==> src/rtl/rom_dl_router.sv <==
// ROM download router: decodes the HPS ioctl byte stream into NCH SDRAM regions, packs bytes
// into BPW-byte words handed off over toggle req/ack, and sequences the game core reset.
module rom_dl_router #(
    parameter int                NCH       = 2,
    parameter int                AW        = 25,
    parameter int                BPW       = 2,
    parameter logic [7:0]        ROM_INDEX = 8'd0,
    parameter logic [NCH*AW-1:0] CH_BASE   = {25'h10000, 25'h0},
    parameter logic [NCH*AW-1:0] CH_SIZE   = {25'h0C000, 25'h10000},
    parameter int                RST_HOLD  = 65535
) (
    input  logic                 clk_sys,
    input  logic                 reset_n,
    input  logic                 ioctl_download,
    input  logic [7:0]           ioctl_index,
    input  logic                 ioctl_wr,
    input  logic [AW-1:0]        ioctl_addr,
    input  logic [7:0]           ioctl_dout,
    output logic                 ioctl_wait,
    output logic [NCH-1:0]       ch_req,
    input  logic [NCH-1:0]       ch_ack,
    output logic [NCH*AW-1:0]    ch_addr,
    output logic [NCH*8*BPW-1:0] ch_data,
    output logic [NCH*BPW-1:0]   ch_be,
    output logic                 dl_done,
    output logic                 rom_loaded,
    output logic                 core_reset,
    output logic                 overflow,
    output logic [AW-1:0]        byte_count
);

    localparam int LW = (BPW > 1) ? $clog2(BPW) : 1;
    localparam int SH = $clog2(BPW);
    localparam int DW = 8 * BPW;
    localparam int HW = (RST_HOLD > 1) ? $clog2(RST_HOLD + 1) : 1;

    typedef enum logic [1:0] {IDLE, LOAD, FLUSH} state_t;

    state_t state, state_next;

    logic           wr_d, dl_d;
    logic           rom_dl, dl_rise, dl_fall, byte_ok, start, flush_done, last_lane;
    logic [NCH-1:0] req, busy, hit, issued, pend;
    logic [AW-1:0]  offset, word_addr;
    logic [LW-1:0]  lane;
    logic [BPW-1:0] lane_bit;
    logic [DW-1:0]  lane_mask, lane_data;
    logic [BPW-1:0] be_q   [NCH];
    logic [DW-1:0]  data_q [NCH];
    logic [AW-1:0]  addr_q [NCH];
    logic [HW-1:0]  hold;

    // Downloads for other indices never reach the state machine or the byte path.
    assign rom_dl  = ioctl_download && (ioctl_index == ROM_INDEX);
    assign dl_rise = rom_dl && !dl_d;
    assign dl_fall = !rom_dl && dl_d;
    assign byte_ok = ioctl_wr && !wr_d && rom_dl;
    assign busy    = req ^ ch_ack;
    assign start   = (state == IDLE) && dl_rise;

    // Scan downward so the lowest-indexed matching region wins.
    always_comb begin
        hit    = '0;
        offset = '0;
        for (int i = NCH - 1; i >= 0; i--) begin
            if (ioctl_addr >= CH_BASE[i*AW +: AW] &&
                (ioctl_addr - CH_BASE[i*AW +: AW]) < CH_SIZE[i*AW +: AW]) begin
                hit    = '0;
                hit[i] = 1'b1;
                offset = ioctl_addr - CH_BASE[i*AW +: AW];
            end
        end
    end

    generate
        if (BPW > 1) begin : g_lane
            assign lane = offset[LW-1:0];
        end else begin : g_lane_one
            assign lane = 1'b0;
        end
    endgenerate

    assign word_addr = offset >> SH;
    assign last_lane = (lane == LW'(BPW - 1));
    assign lane_bit  = BPW'(1) << lane;
    assign lane_mask = DW'(8'hFF) << {lane, 3'b000};
    assign lane_data = DW'(ioctl_dout) << {lane, 3'b000};

    always_comb begin
        pend = '0;
        for (int i = 0; i < NCH; i++) begin
            pend[i] = (|be_q[i]) && !issued[i];
        end
    end

    assign flush_done = (state == FLUSH) && (busy == '0) && (pend == '0);

    always_comb begin
        state_next = state;
        case (state)
            IDLE:    if (dl_rise)    state_next = LOAD;
            LOAD:    if (dl_fall)    state_next = FLUSH;
            FLUSH:   if (flush_done) state_next = IDLE;
            default:                 state_next = IDLE;
        endcase
    end

    // Word buffers: a buffer is frozen while its channel is busy; be only restarts with the next word.
    always_ff @(posedge clk_sys or negedge reset_n) begin
        if (!reset_n) begin
            req    <= '0;
            issued <= '0;
            for (int i = 0; i < NCH; i++) begin
                be_q[i]   <= '0;
                data_q[i] <= '0;
                addr_q[i] <= '0;
            end
        end else begin
            for (int i = 0; i < NCH; i++) begin
                if (byte_ok && hit[i] && !busy[i]) begin
                    be_q[i]   <= ((start || issued[i]) ? '0 : be_q[i]) | lane_bit;
                    data_q[i] <= ((start ? '0 : data_q[i]) & ~lane_mask) | lane_data;
                    addr_q[i] <= word_addr;
                    issued[i] <= last_lane;
                    if (last_lane) begin
                        req[i] <= ~req[i];
                    end
                end else if (start) begin
                    be_q[i]   <= '0;
                    data_q[i] <= '0;
                    addr_q[i] <= '0;
                    issued[i] <= 1'b0;
                end else if (state == FLUSH && !busy[i] && pend[i]) begin
                    req[i]    <= ~req[i];
                    issued[i] <= 1'b1;
                end
            end
        end
    end

    always_ff @(posedge clk_sys or negedge reset_n) begin
        if (!reset_n) begin
            state      <= IDLE;
            wr_d       <= 1'b0;
            dl_d       <= 1'b0;
            ioctl_wait <= 1'b0;
            dl_done    <= 1'b0;
            rom_loaded <= 1'b0;
            overflow   <= 1'b0;
            byte_count <= '0;
            hold       <= '0;
            core_reset <= 1'b1;
        end else begin
            state      <= state_next;
            wr_d       <= ioctl_wr;
            dl_d       <= rom_dl;
            ioctl_wait <= |busy;
            dl_done    <= flush_done;
            overflow   <= !start && (overflow || (byte_ok && |(hit & busy)));
            byte_count <= (start ? '0 : byte_count) + AW'(byte_ok);
            if (start) begin
                rom_loaded <= 1'b0;
            end else if (flush_done) begin
                rom_loaded <= 1'b1;
            end
            if (start) begin
                hold <= '0;
            end else if (flush_done) begin
                hold <= HW'(RST_HOLD);
            end else if (hold != '0) begin
                hold <= hold - HW'(1);
            end
            core_reset <= ioctl_download || (state != IDLE) || (hold != '0) || !rom_loaded;
        end
    end

    assign ch_req = req;

    generate
        for (genvar g = 0; g < NCH; g++) begin : g_out
            assign ch_data[g*DW +: DW]   = data_q[g];
            assign ch_be[g*BPW +: BPW]   = be_q[g];
            assign ch_addr[g*AW +: AW]   = addr_q[g];
        end
    endgenerate

endmodule
==> config.mk <==
export PLATFORM = sky130hd
export DESIGN_NAME = rom_dl_router
export DESIGN_NICKNAME = d
export VERILOG_FILES = /design/src/rtl/rom_dl_router.sv
export SDC_FILE = /design/constraint.sdc
export NUM_CORES = 1
export LEC_CHECK = 0
export CAP_MARGIN = 20
export CORE_AREA = 5 5 144 118
export DETAILED_ROUTE_END_ITERATION = 12
export DIE_AREA = 0 0 149 123
export GPL_ROUTABILITY_DRIVEN = 0
export PLACE_DENSITY = 0.68
export SLEW_MARGIN = 15
export SYNTH_ARGS = -nofsm -noshare
export SYNTH_HDL_FRONTEND = slang
export SYNTH_SLANG_ARGS = --single-unit
==> constraint.sdc <==
create_clock -name clk_sys -period 3.5 [get_ports clk_sys]
set_input_delay 0.525 -clock clk_sys [delete_from_list [all_inputs] [get_ports clk_sys]]
set_output_delay 0.525 -clock clk_sys [all_outputs]
set_load 0.02 [all_outputs]
# ---- After elaboration in Yosys (flattened, before gate mapping)
# Index checks and enable logic that the tools add are counted.
dict set report word_totals {
  reg_bits 140
  inputBits 47
  out_inout_bits 118
}
dict set report op_classes {
  add_sub_neg 3
  magnitude_cmp 4
  eq_ne 9
  shifts 3
  n_mux 40
  bitwise 11
  n_reduce_logical 58
}
# operator count
set op_table {}
lappend op_table {{25-bit 2-to-1 mux} 6}
lappend op_table {{16-bit 2-to-1 mux} 7}
lappend op_table {{16-bit AND} 2}
lappend op_table {{16-bit bitwise OR} 2}
lappend op_table {{25-bit by 1-bit adder with 25-bit output} 1}
lappend op_table {{25-bit by 1-bit >= comparator with 1-bit output, second input constant} 1}
lappend op_table {{25-bit by 17-bit >= comparator with 1-bit output, second input constant} 1}
lappend op_table {{25-bit by 16-bit < comparator with 1-bit output, second input constant} 1}
lappend op_table {{25-bit by 17-bit < comparator with 1-bit output, second input constant} 1}
lappend op_table {{25-bit by 17-bit subtractor with 25-bit output, second input constant} 1}
lappend op_table {{1-bit logical AND} 22}
lappend op_table {{2-bit 2-to-1 mux} 10}
lappend op_table {{1-bit 2-to-1 mux} 16}
lappend op_table {{16-bit inverter} 1}
lappend op_table {{16-bit nonzero test} 1}
lappend op_table {{8-bit by 4-bit << shifter with 16-bit output} 1}
lappend op_table {{8-bit by 4-bit << shifter with 16-bit output, first input constant} 1}
lappend op_table {{16-bit by 1-bit subtractor with 16-bit output, second input constant} 1}
lappend op_table {{2-bit nonzero test} 6}
lappend op_table {{2-bit inequality test, second input constant} 5}
lappend op_table {{1-bit logical NOT} 9}
lappend op_table {{3-bit AND reduction} 3}
lappend op_table {{3-bit nonzero test} 3}
lappend op_table {{8-bit logical NOT} 1}
lappend op_table {{other kinds (12)} 25}

# ---- Logic depth before layout (Yosys ltp)
# Gate-level depths: netlist of run 1.
dict set report depth {
  word_depth 10
  mapped_depth 12
  depth_no_buf 10
}

# ---- Worst setup path before layout of run 1
# Ideal clock, no wire load.
dict set report synth_path {
  path_kind {input -> register}
  from {in ioctl_index[2]}
  to {reg byte_count[16]}
  setup_time_ns 0.132
  t_arrival_ns 2.848
  slack_ns 0.520
  path_stages 12
  n_path_buf 2
  path_cell_list {nor4_1 > nand4_1 > clkbuf_1 > buf_1 > and2_1 > ha_1 > ha_1 > and3_1 > nand4_1 > nor3_1 > xnor2_1 > nor2_1}
}
dict set report synth_between {
  elab_chain_cells 6
}
# element line
set synth_lines {}
lappend synth_lines {{start, declared} 15} ;# input logic [7:0] ioctl_index,
lappend synth_lines {{8-bit logical NOT *} 54} ;# assign rom_dl = ioctl_download && (ioctl_index == ROM_INDEX);
lappend synth_lines {{1-bit logical AND *} 54}
lappend synth_lines {{1-bit logical AND} 55} ;# assign dl_rise = rom_dl && !dl_d;
lappend synth_lines {{1-bit logical AND} 59} ;# assign start = (state == IDLE) && dl_rise;
lappend synth_lines {{25-bit 2-to-1 mux} 160} ;# byte_count <= (start ? '0 : byte_count) + AW'(byte_ok);
lappend synth_lines {{25-bit by 1-bit adder with 25-bit output *} 160}
lappend synth_lines {{end signal, assigned} 160}
lappend synth_lines {{end, declared} 29} ;# output logic [AW-1:0] byte_count
# Every way passes the cells marked *; elsewhere a longest branch is shown, timed or not.
# A chain may end at the register's enable or synchronous reset.

# ---- Worst setup path in the final report of run 1
dict set report layout_path {
  from {in ioctl_index[1]}
  to {reg byte_count[12]}
}
# The elaborated chain is that of the path after synthesis.

==> results of run 1 <==
[cell usage after synthesis (3+ instances only)]
library cell	n	area [um2]
nor2_1	37	139
nor4b_1	3	26.3
ha_1	4	50.1
or2_2	6	37.5
or3_1	5	31.3
nand2_1	117	439
nor4_1	10	62.6
o21ai_0	46	230
xnor2_1	23	201
buf_1	4	15.0
xor2_1	13	114
and2_1	13	81.3
a21oi_1	23	115
nand4_1	9	56.3
nor2b_1	3	18.8
nand2b_1	3	18.8
and4_1	6	52.6
or4_1	4	30.0
and3_1	12	75.1
dfrtp_1	137	3430
inv_1	10	37.5
nor3_1	12	60.1
clkbuf_1	28	105
nand3_1	64	320
[registers in the layout, indices dropped and copies added, names as in the netlist]
register / cells
ch_addr: 48
ch_data: 32
byte_count: 25
hold: 16
ch_be: 4
ch_req: 2
issued: 2
state: 2
core_reset: 1
dl_d: 1
dl_done: 1
ioctl_wait: 1
overflow: 1
rom_loaded: 1
wr_d: 1
[worst paths after layout]
| path | cells past startpoint | slack, ps | endpoint | from |
|---|---|---|---|---|
| setup / recovery | 10 | 550 | byte_count[12]$_DFF_PN0_ | ioctl_index[1] |
| hold / removal | 1 | 210 | ch_req[0]$_DFFE_PN0P_ | reset_n |
| setup reg to reg | 7 | 660 | hold[11]$_DFFE_PN0P_ | hold[0]$_DFFE_PN0P_ |
| hold reg to reg | 1 | 490 | ch_addr[40]$_DFFE_PN0P_ | ch_addr[40]$_DFFE_PN0P_ |
| max in group asynchronous | 2 | 2400 | ch_addr[25]$_DFFE_PN0P_ | reset_n |
| min in group clk_sys | 1 | 490 | ch_addr[40]$_DFFE_PN0P_ | ch_addr[40]$_DFFE_PN0P_ |
[metrics by stage]
stage | power, mW | worst slack [ps] | hold slack, ps | util, % | std cells
final | 4.06 | 551 | 208 | 55.3 | 1013
after global routing | 4.22 | 281 | 339 | 55.3 | 1013
after CTS | 4.11 | 574 | 293 | 55.3 | 1013
after detailed placement | 2.14 | 135 | 472 | 51.1 | 981
after global placement | 2.12 | 282 | 472 | 51.1 | 981
after floorplan | 1.97 | 520 | 229 | - | 623
[cells in the final DEF (no fill, tap or decap), types with 16 or more instances in the layout]
| cell type | n |
|---|---|
| dfrtp_1 | 137 |
| nand2_1 | 117 |
| a21oi_1 | 23 |
| nand3_1 | 64 |
| xnor2_1 | 23 |
| o21ai_0 | 46 |
| clkbuf_16 | 17 |
| buf_4 | 16 |
| clkdlybuf4s50_1 | 161 |
| nor2_1 | 37 |
[power by group]
group          leakage, nW  total, mW  internal, mW  switching (mW)
combinational         1.56      0.358         0.183           0.174
clock                0.318       1.95          1.26           0.691
sequential            1.85       1.76          1.68          0.0749
total                 3.72       4.06          3.12           0.940
[logic make-up (layout without fill, tap and decap cells)]
family                     Yosys count  after routing  share of synthesized area [%]
and+or+nand+nor                    315            315                           25.6
DFF                                138            138                           57.2
AOI/OAI and AO/OA                   82             82                           7.94
buffers and inverters               46            221                           3.13
xor gates and xnor gates            36             36                           5.22
adders and majority gates            4              4                          0.829
other                                1              2                         0.0621
[layout make-up]
| cell class | instances | area (um2) | share of cell area, % |
|---|---|---|---|
| Clock buffer | 20 | 467 | 5.44 |
| Clock inverter | 12 | 185 | 2.16 |
| Inverter | 10 | 37.5 | 0.438 |
| Multi-Input combinational cell | 439 | 2400 | 28.0 |
| Sequential cell | 138 | 3450 | 40.3 |
| Tap cell | 215 | 269 | 3.14 |
| Timing Repair Buffer | 179 | 1760 | 20.6 |
[worst max-delay path, delay by kind of cell]
family / cells / cell delay, ps
adder cells (fa/ha/maj): 2 / 470
AND/OR/NAND/NOR: 6 / 1740
buffers and inverters: 1 / 400
AO/OA/AOI/OAI: 1 / 150
[layer usage]
| metal | routed length, um | part of all wire (%) |
|---|---|---|
| met1 | 7810 | 45 |
| met2 | 8050 | 46 |
| met3 | 1370 | 7.9 |
| met4 | 175 | 1.0 |
| met5 | 0 | 0 |
==> metrics, run 1 <==
clock sink total=138; DR vias=5212; async set-reset flop share out of synthesis=100%; Nets=836; M1 GR Usage=26.6%; Area after DPL=7920 um2; fin crit period=2950 ps; Post-DP HPWL=12200 um; final hold vios=0; Detailed Route WL=17400 um; largest net degree at the start of global routing=107; grt ovf=0; global-route wire length before repair=28000 um; H-tree levels=4; clk slew on worst S/H paths=60 ps; Slew Limit Headroom=34.1%; Final setup viols=0; die area=18300 um2; I/O pin count=165; # DRC=0; Layout fillers=1370; cell area power density=474 nW/um2; status=complete, no violations; Initial DRC Count=262; most frequent CP cell=ha_1; Post-CTS Repair Setup Buffers=0; Slew Limit Fails=0; startpoint types=primary input; Worst Skew=7.61 ps; post-synth cell types=50; most used routing layer=met2; crit-path cells=clkdlybuf4s50_1 > nor3_1 > nand3_1 > nor2_1 > ha_1 > ha_1 > and3_1 > nand4_1 > or3_1 > a21oi_1; Worst Path Required=3830 ps; Die X=149 um; routed len/inst=17.2 um; Post-DRT Antenna Nets=0; CTS buffer count=17; GR met3 Demand/Resource=6.27%; Rows=41; Synth Area per Inst=9.71 um2; crit path capture type=register; root buffer cell=clkbuf_16; Worst VDD drop=307 uV; cells after synthesis=622; GR met2 Demand/Resource=29.6%; RSZ-0062 raised after global routing=false; prevailing post-synth register cell=dfrtp_1; FF+latch count, synth=138; Post-Syn Area=6040 um2; share of layout cells above drive strength 1=8.52%; CTS tree=yes; critical path class=in -> reg; CTS max path bufs=2; drt pass-1 iters=6; Crit-path slowest cell=clkdlybuf4s50_1; max-cap violations=0; Finished Cell Area=8570 um2; Area Growth Syn to Fin=42.0%; CORE AREA=15500 um2; CTS resizes=0; Vias/cell=5.15; setup_tns=0 ps; Synth warnings=0; Die Y=123 um; Initial Util=39.0%; EDFF count, synth=0; Seq/Total Area, Yosys=57.2%; Antenna Cells=0; HP Class=in -> async; total track usage=19.3%; initial antenna violation count=0; Pleak=3.72 nW; Worst EP arrival=3280 ps; Achievable Freq=0.339 GHz; Skew-Pair Late Insertion Delay=410 ps; Worst-Margin Slew=988 ps; vias in the first global route=5295; Port Buffers=162; Critical Path Fanout Max=8; period utilisation layout=84.3%; max incr delay on CP=400 ps; cts hold-fix bufs=0
(Power assumes the default switching activity.)
==> run 2, diff against run 1 <==
--- a/config.mk
+++ b/config.mk
@@ -10,7 +10,7 @@
 export DETAILED_ROUTE_END_ITERATION = 12
 export DIE_AREA = 0 0 149 123
 export GPL_ROUTABILITY_DRIVEN = 0
-export PLACE_DENSITY = 0.68
+export PLACE_DENSITY = 0.7
 export SLEW_MARGIN = 15
 export SYNTH_ARGS = -nofsm -noshare
 export SYNTH_HDL_FRONTEND = slang
==> constraint.sdc (replaced) <==
create_clock -name clk_sys -period 2.7 [get_ports clk_sys]
set_input_delay 0.405 -clock clk_sys [delete_from_list [all_inputs] [get_ports clk_sys]]
set_output_delay 0.405 -clock clk_sys [all_outputs]
set_load 0.02 [all_outputs]
==> run 2 against run 1 <==
  * Power is 25% higher
  * Worst hold slack better by 280 ps
  * Via count is 1.1% higher
  * Wire length is 1.6% lower
  * Critical path type is now reg -> reg
  * Clock power is 18% higher
  * Register-to-register slack worse by 560 ps
  * Clock skew is 2.0 ps lower
  * Sequential power is 30% higher
  * Largest power group unchanged
  * Die area stayed put
  * Utilization is 1.3 points higher
==> metrics, run 2 (same netlist as run 1, synthesis figures left out) <==
CTS buffer count=17 (unchanged); H-tree levels=4 (unchanged); period utilisation layout=96.4%; Worst VDD drop=464 uV (was 307 uV); Critical Path Fanout Max=6 (was 8); share of layout cells above drive strength 1=11.9% (was 8.52%); Initial Util=39.0% (unchanged); Slew Limit Headroom=53.9% (was 34.1%); clock share of power=45.4% (was 48.0%); most frequent CP cell=or4_4 (was ha_1); Worst Skew=5.62 ps (was 7.61 ps); Post-DP HPWL=12300 um (was 12200 um); Worst EP arrival=2900 ps (was 3280 ps); clock sink total=138 (unchanged); Rows=41 (unchanged); crit-path cells=inv_1 > ha_2 > or3b_4 > or4_4 > or4_4 > o21ai_4 > buf_4 > a21oi_1 (was clkdlybuf4s50_1 > nor3_1 > nand3_1 > nor2_1 > ha_1 > ha_1 > and3_1 > nand4_1 > or3_1 > a21oi_1); CTS tree=yes (unchanged); final hold vios=0 (unchanged); Die X=149 um (unchanged); critical path class=reg -> reg (was in -> reg); Crit-path slowest cell=or4_4 (was clkdlybuf4s50_1); root buffer cell=clkbuf_16 (unchanged); commonest non-fill, non-tap cell in the layout=clkdlybuf4s50_1 (unchanged); fin crit period=2600 ps; max reg flops=48 (unchanged); routed len/inst=16.5 um (was 17.2 um); die area=18300 um2 (unchanged); Worst-Margin Slew=691 ps (was 988 ps); Pleak=3.84 nW (was 3.72 nW); WP buf/inv=2 (was 1); total track usage=19.2% (was 19.3%); startpoint types=register (was primary input); commonest cells after routing, fill and taps aside=clkdlybuf4s50_1, dfrtp_1, nand2_1 (unchanged); Post-DRT Antenna Nets=0 (unchanged); clk slew on worst S/H paths=60 ps (about the same); Cell Int Power=3.91 mW (was 3.12 mW); Skew-Pair Late Insertion Delay=420 ps (was 410 ps); Slew Limit Fails=0 (unchanged); initial antenna violation count=0 (unchanged); Nets=863 (was 836); # DRC=0 (unchanged); drt pass-1 iters=5 (was 6); CORE AREA=15500 um2 (unchanged); Area Growth Syn to Fin=45.4% (was 42.0%); HP Class=reg -> reg (was in -> async); Post-Route Utilization=56.7% (was 55.3%); Antenna Cells=0 (unchanged); DR vias=5269 (was 5212); global-route wire length before repair=27600 um (was 28000 um); I/O pin count=165 (unchanged); status=complete, no violations (unchanged); largest net degree at the start of global routing=66 (was 107); vias in the first global route=5355 (was 5295); Layout fillers=1338 (was 1370); Port Buffers=162 (unchanged); Final setup viols=0 (unchanged); Worst Path Required=2990 ps (was 3830 ps); crit path capture type=register (unchanged); Sw Ratio=23.1% (about the same); Psw=1.18 mW (was 0.940 mW); Initial DRC Count=312 (was 262); Vias/cell=5.07 (was 5.15); Die Y=123 um (unchanged); Achievable Freq=0.384 GHz; CTS max path bufs=2 (unchanged); max-cap violations=0 (unchanged); combinational power share=9.6% (was 8.8%); Detailed Route WL=17100 um (was 17400 um); Flop pwr share=44.9% (was 43.2%); Top delay family on crit path=simple AND/OR/NAND/NOR gates (unchanged); grt ovf=0 (unchanged); cell area power density=579 nW/um2 (was 474 nW/um2); max incr delay on CP=530 ps (was 400 ps); setup_tns=0 ps (unchanged)
[run 2: worst paths after layout]
path | startpoint | end | slack, ps | cells past startpoint
worst min register to register | ch_data[14]$_DFF_PN0_ | ch_data[14]$_DFF_PN0_ | 490 | 2
worst max register to register | hold[1]$_DFFE_PN0P_ | hold[15]$_DFFE_PN0P_ | 100 | 8
max in group asynchronous | reset_n | hold[7]$_DFFE_PN0P_ | 1430 | 3
min in group asynchronous | reset_n | ch_addr[3]$_DFFE_PN0P_ | 500 | 2
worst min-delay path | ch_data[14]$_DFF_PN0_ | ch_data[14]$_DFF_PN0_ | 490 | 2
worst max-delay path | hold[1]$_DFFE_PN0P_ | hold[15]$_DFFE_PN0P_ | 100 | 8
[run 2: metrics by stage]
step           hold WS [ps]  area, um2  cells  setup WS [ps]  total power, mW
2_1_floorplan           109       6050    623           11.3             2.55
3_5_place_dp            384       8140   1006           -267             2.80
5_1_grt                 487       8780   1040          -14.6             5.28
6_report                489       8780   1040           96.8             5.09
3_3_place_gp            376       8140   1006           -188             2.76
4_1_cts                 470       8740   1039           29.4             5.14
[run 2: layer usage]
| layer | vias up | GRT usage, % | part of all wire [%] |
|---|---|---|---|
| li1 | 2505 | - | - |
| met2 | 191 | 30.9 | 48 |
| met1 | 2544 | 24.5 | 43 |
| met3 | 29 | 5.20 | 7.3 |
| met4 | 0 | 8.40 | 2.4 |
| met5 | - | 0 | 0 |
[run 2: power by group through the flow]
stage / clock [mW] / sequential [mW] / combinational (mW)
4_1_cts: 2.37 / 2.28 / 0.489
2_1_floorplan: 0 / 2.30 / 0.250
3_5_place_dp: 0 / 2.32 / 0.484
6_report: 2.31 / 2.29 / 0.489
5_1_grt: 2.44 / 2.30 / 0.541
3_3_place_gp: 0 / 2.30 / 0.457
[run 2: final cells by class]
| type | instances | area [um2] | share of cell area (%) |
|---|---|---|---|
| flip-flops and latches | 138 | 3450 | 39.3 |
| clock inverters | 7 | 88.8 | 1.01 |
| repair buffers | 206 | 2000 | 22.7 |
| clock buffers | 25 | 505 | 5.76 |
| well taps | 215 | 269 | 3.06 |
| multi-input cells | 439 | 2430 | 27.6 |
| inverters | 10 | 37.5 | 0.428 |
[run 2: tightest hold or removal path, cell delays in order (launching register included)]
cell	delay (ps)
dfrtp_1	340
nand3_1	70
nand2_1	50
[run 2: timing repair]
action / CTS / global route
endpoints found under the setup margin: 0 / 22
gates resized for setup: 0 / 7
hold buffers: 1 / 0
hold endpoints to repair: 47 / 0
setup buffers: 0 / 1
